## src/rtl/move_stack_writer.sv

```systemverilog
// rtl/move_stack_writer.sv - 2-bit move stack that bulk-loads the move queue on commit
// Records solver moves with push/pop backtracking, then presents the array and length for one cycle.
module move_stack_writer (
  input  logic       clk,
  input  logic       rst,
  input  logic       clear,
  input  logic       push,
  input  logic       pop,
  input  logic [1:0] move_in,
  input  logic       commit,
  output logic       ld,
  output logic [1:0] ld_data [0:256],
  output logic [8:0] rear_index_out,
  output logic [8:0] count,
  output logic       empty,
  output logic       full,
  output logic       overflow,
  output logic       done
);

  typedef enum logic [1:0] {RECORD, LOAD, DONE} state_t;

  state_t     state;
  logic [1:0] mem [0:255];
  logic [7:0] top_idx;
  logic [7:0] next_idx;

  assign top_idx  = count[7:0] - 8'd1;
  assign next_idx = count[7:0];
  assign empty    = (count == 9'd0);
  assign full     = count[8];
  assign done     = (state == DONE);

  always_ff @(posedge clk or posedge rst) begin
    if (rst) begin
      state          <= RECORD;
      ld             <= 1'b0;
      count          <= 9'd0;
      rear_index_out <= 9'd0;
      overflow       <= 1'b0;
      for (int i = 0; i < 256; i++) mem[i] <= 2'b00;
    end else if (clear) begin
      state    <= RECORD;
      ld       <= 1'b0;
      count    <= 9'd0;
      overflow <= 1'b0;
    end else begin
      case (state)
        RECORD: begin
          if (commit) begin
            state          <= LOAD;
            ld             <= 1'b1;
            rear_index_out <= count;
          end else if (push && pop && !empty) begin
            mem[top_idx] <= move_in;
          end else if (push) begin
            // A push at depth 256 is dropped and remembered until clear/reset.
            if (full) begin
              overflow <= 1'b1;
            end else begin
              mem[next_idx] <= move_in;
              count         <= count + 9'd1;
            end
          end else if (pop && !empty) begin
            count <= count - 9'd1;
          end
        end
        LOAD: begin
          state <= DONE;
          ld    <= 1'b0;
        end
        DONE: begin
          state <= DONE;
        end
        default: begin
          state <= RECORD;
          ld    <= 1'b0;
        end
      endcase
    end
  end

  // Slot 256 exists only to match the queue's load port width.
  always_comb begin
    for (int i = 0; i < 256; i++) ld_data[i] = mem[i];
    ld_data[256] = 2'b00;
  end

endmodule

```

## config.mk

```make
export PLATFORM = sky130hd
export DESIGN_NAME = move_stack_writer
export DESIGN_NICKNAME = d
export VERILOG_FILES = /design/src/rtl/move_stack_writer.sv
export SDC_FILE = /design/constraint.sdc
export NUM_CORES = 2
export LEC_CHECK = 0
export ABC_AREA = 1
export BUFFER_PORTS_ARGS = -buffer_cell sky130_fd_sc_hd__buf_2
export CORE_ASPECT_RATIO = 1.1
export CORE_MARGIN = 2
export CORE_UTILIZATION = 51
export DETAILED_ROUTE_END_ITERATION = 7
export PLACE_DENSITY = 0.83
export SLEW_MARGIN = 20
export SYNTH_ARGS = -nofsm -noshare
export SYNTH_HDL_FRONTEND = slang
export SYNTH_SLANG_ARGS = --single-unit
export TNS_END_PERCENT = 30
```

## constraint.sdc

```tcl
create_clock -name clk -period 15.2 [get_ports clk]
set_input_delay 1.52 -clock clk [delete_from_list [all_inputs] [get_ports clk]]
set_output_delay 1.52 -clock clk [all_outputs]
set_load 0.02 [all_outputs]
```

==> run summary <==
Drt total wl - 118000 microns
Critical Path Sink Type - flip-flop
Vias per cell - 6.12
Mapped cell area - 30000 sq um
Yosys cell types - 31
Clock Pin Slew Worst Setup and Hold Paths - 0.06 ns
RSZ-0062 raised after global routing - false
Post-CTS Setup Repair Bufs - 0
Antenna Nets Post-Route - 0
Slew Limit Fails - 0
Fillers - 5260
Setup TNS - 0 ns
Pwr Total - 7.19 mW
Hold WS - 0.465 ns
First DRT Iteration DRCs - 4572
Power share of the clock group - 19.9%
Fmax - 0.239 GHz
Int Pwr - 3.41 mW
Total clock sinks - 534
Vias in the first global route - 30240
Routed WL per cell - 21.7 microns
DRT Pass-1 Iters - 8
Area contributors post-synth - dfrtp_1, nand2_1, nand3_1, a21oi_1, buf_2
Initial antenna violation count - 3
Most frequent cells in the layout - nand2_1, nand3_1, a21oi_1, buf_2, dfrtp_1
Lkg Pwr - 17.6 nW
Largest net degree at the start of global routing - 232
Post-cts resize count - 0
Switching power - 3.78 mW
Cells after synthesis - 4293
CTS buffer count - 57
Status - completed
Min Tclk post-route - 4.19 ns
Worst Setup Start Kind - flip-flop
Number of cell rows - 93
Port Buf Inserts - 542
CTS tree - done
Logic pwr share - 49.6%
Yosys warnings - 0
Nets - 4666
Flop pwr share - 30.5%
Final Skew - 0.0236 ns
I/O pin count - 545
Crit path max fanout - 231
ANT cells - 0
# Max-Cap Violations - 0
HPWL after DPL - 70400 microns
First-pass GRT wire length - 177000 microns
DIE WIDTH - 235 microns
Final Non-Filler Cells - 5453
Placed cell count - 5349
R2R Setup Slk - 11.01 ns
Hold buffer count at CTS - 0
Switch share - 52.5%
Slew @ Worst Pin - 1.27 ns
DRC viols - 0
P&R area growth vs syn - 15.6%
Final Cycle Share - 27.6%
Maximum vdd ir drop - 314 uV
Largest area contributor in the netlist - dfrtp_1
Pwr per Cell Area - 208 nW/um^2
Initial cell density of the core - 51.4%
Clock Latency Late Sink - 0.63 ns
CP arrival - 4.75 ns
Final hold violation count - 0
Post-synth top area share - 44.6%
Yosys reg bits - 534
Slew margin rel. - 15.1%
Total Routing Usage GR - 37.5%
Root Buffer - clkbuf_16
Hold Path Class - reg2reg
Sequential share of the synthesized area - 44.6%
Core Box Area - 58300 sq um
GP Congestion - 0.885
Most common cell after layout, fill and taps aside - nand2_1
Max Root-Sink Buffers - 3
Crit path required time - 15.76 ns
# H-tree levels - 2
Die ar. - 60800 sq um
Share of cells above drive strength 1 - 15.6%
Die H - 258 microns
Final setup vio count - 0
Synth Area per Inst - 6.99 sq um
Crit Path Category - reg2reg
GR Overflow Total - 0
Via Count - 33366
[Yosys cell counts]
cell / n
o211ai_1: 2
xor2_1: 3
nor2_1: 48
nand2_1: 1863
buf_1: 29
nor2_8: 1
or2_2: 1
o21ai_0: 18
nand2_2: 2
ha_1: 9
inv_1: 33
clkbuf_1: 64
nand4_1: 1
nor2_4: 6
a31oi_1: 1
a21oi_1: 654
o21ai_1: 5
buf_4: 59
nor2_2: 21
nor3_1: 2
buf_2: 133
conb_1: 1
buf_6: 4
o22ai_1: 2
nand3_2: 2
o21a_1: 2
xnor2_2: 1
inv_2: 4
clkinv_1: 1
dfrtp_1: 534
nand3_1: 787
[final timing paths]
check,start,to,cells past startpoint
worst max register to register,count[0],ld_data[324],13
worst min-delay path,ld_data[193],ld_data[193],2
min in group asynchronous,rst,ld_data[500],2
worst max-delay path,count[0],ld_data[324],13
worst min register to register,ld_data[193],ld_data[193],2
max in group asynchronous,rst,ld_data[218],5
[power by group through the flow]
stage	Sequential [mW]	Clock (mW)	Combinational (mW)
5_1_grt	2.22	1.49	3.76
3_3_place_gp	2.20	0	3.40
4_1_cts	2.17	1.43	3.47
2_1_floorplan	2.56	0	1.78
3_5_place_dp	2.19	0	3.46
6_report	2.20	1.43	3.56
[sequential cells by signal (all words and copies together) (netlist names)]
register and flops:
count 9, state 2, ld_data 512, overflow 1
rear_index_out 9, ld 1
[critical path: stages, from the launching register on]
cell and delay, ns:
dfrtp_1 0.58, inv_2 0.17, ha_1 0.26, nand2_1 0.12, nor2_1 0.08, nand2_1 0.18, nand3_4 0.10, buf_12 0.35
inv_8 0.63, buf_4 0.91, nand2_1 0.25, nand2_1 0.15, nand2_1 0.07, nand2_1 0.06
[through the flow]
step | setup WS [ns] | util (%) | cell area [sq um]
floorplan | 6.42 | - | 30000
global placement | 10.38 | 56.2 | 32700
detailed placement | 10.33 | 56.2 | 32700
CTS | 10.99 | 59.4 | 34600
global route | 10.61 | 59.4 | 34700
finish | 11.01 | 59.4 | 34700
[routing by layer]
layer / share of wire, % / GRT usage [%]
met1: 35 / 47.7
met2: 44 / 56.7
met3: 13 / 9.60
met4: 7.8 / 25.2
met5: 0.0093 / 0
[kinds of logic after synthesis]
| group | synth area share (%) |
|---|---|
| fa+ha+maj | 0.375 |
| flops | 44.6 |
| other cells | 0.0125 |
| xor+xnor | 0.142 |
| simple gates | 38.0 |
| compound gates | 11.5 |
| buf+inv | 5.49 |
[layout make-up]
cell class	count	area [sq um]	share of cell area, %
repair buffers	585	3100	8.93
multi-input cells	3433	15200	43.9
flip-flops and latches	534	13400	38.6
well taps	760	951	2.74
clock inverters	15	156	0.451
inverters	38	164	0.473
clock buffers	88	1730	4.98
Note: power is estimated with default switching activity, not from simulation.
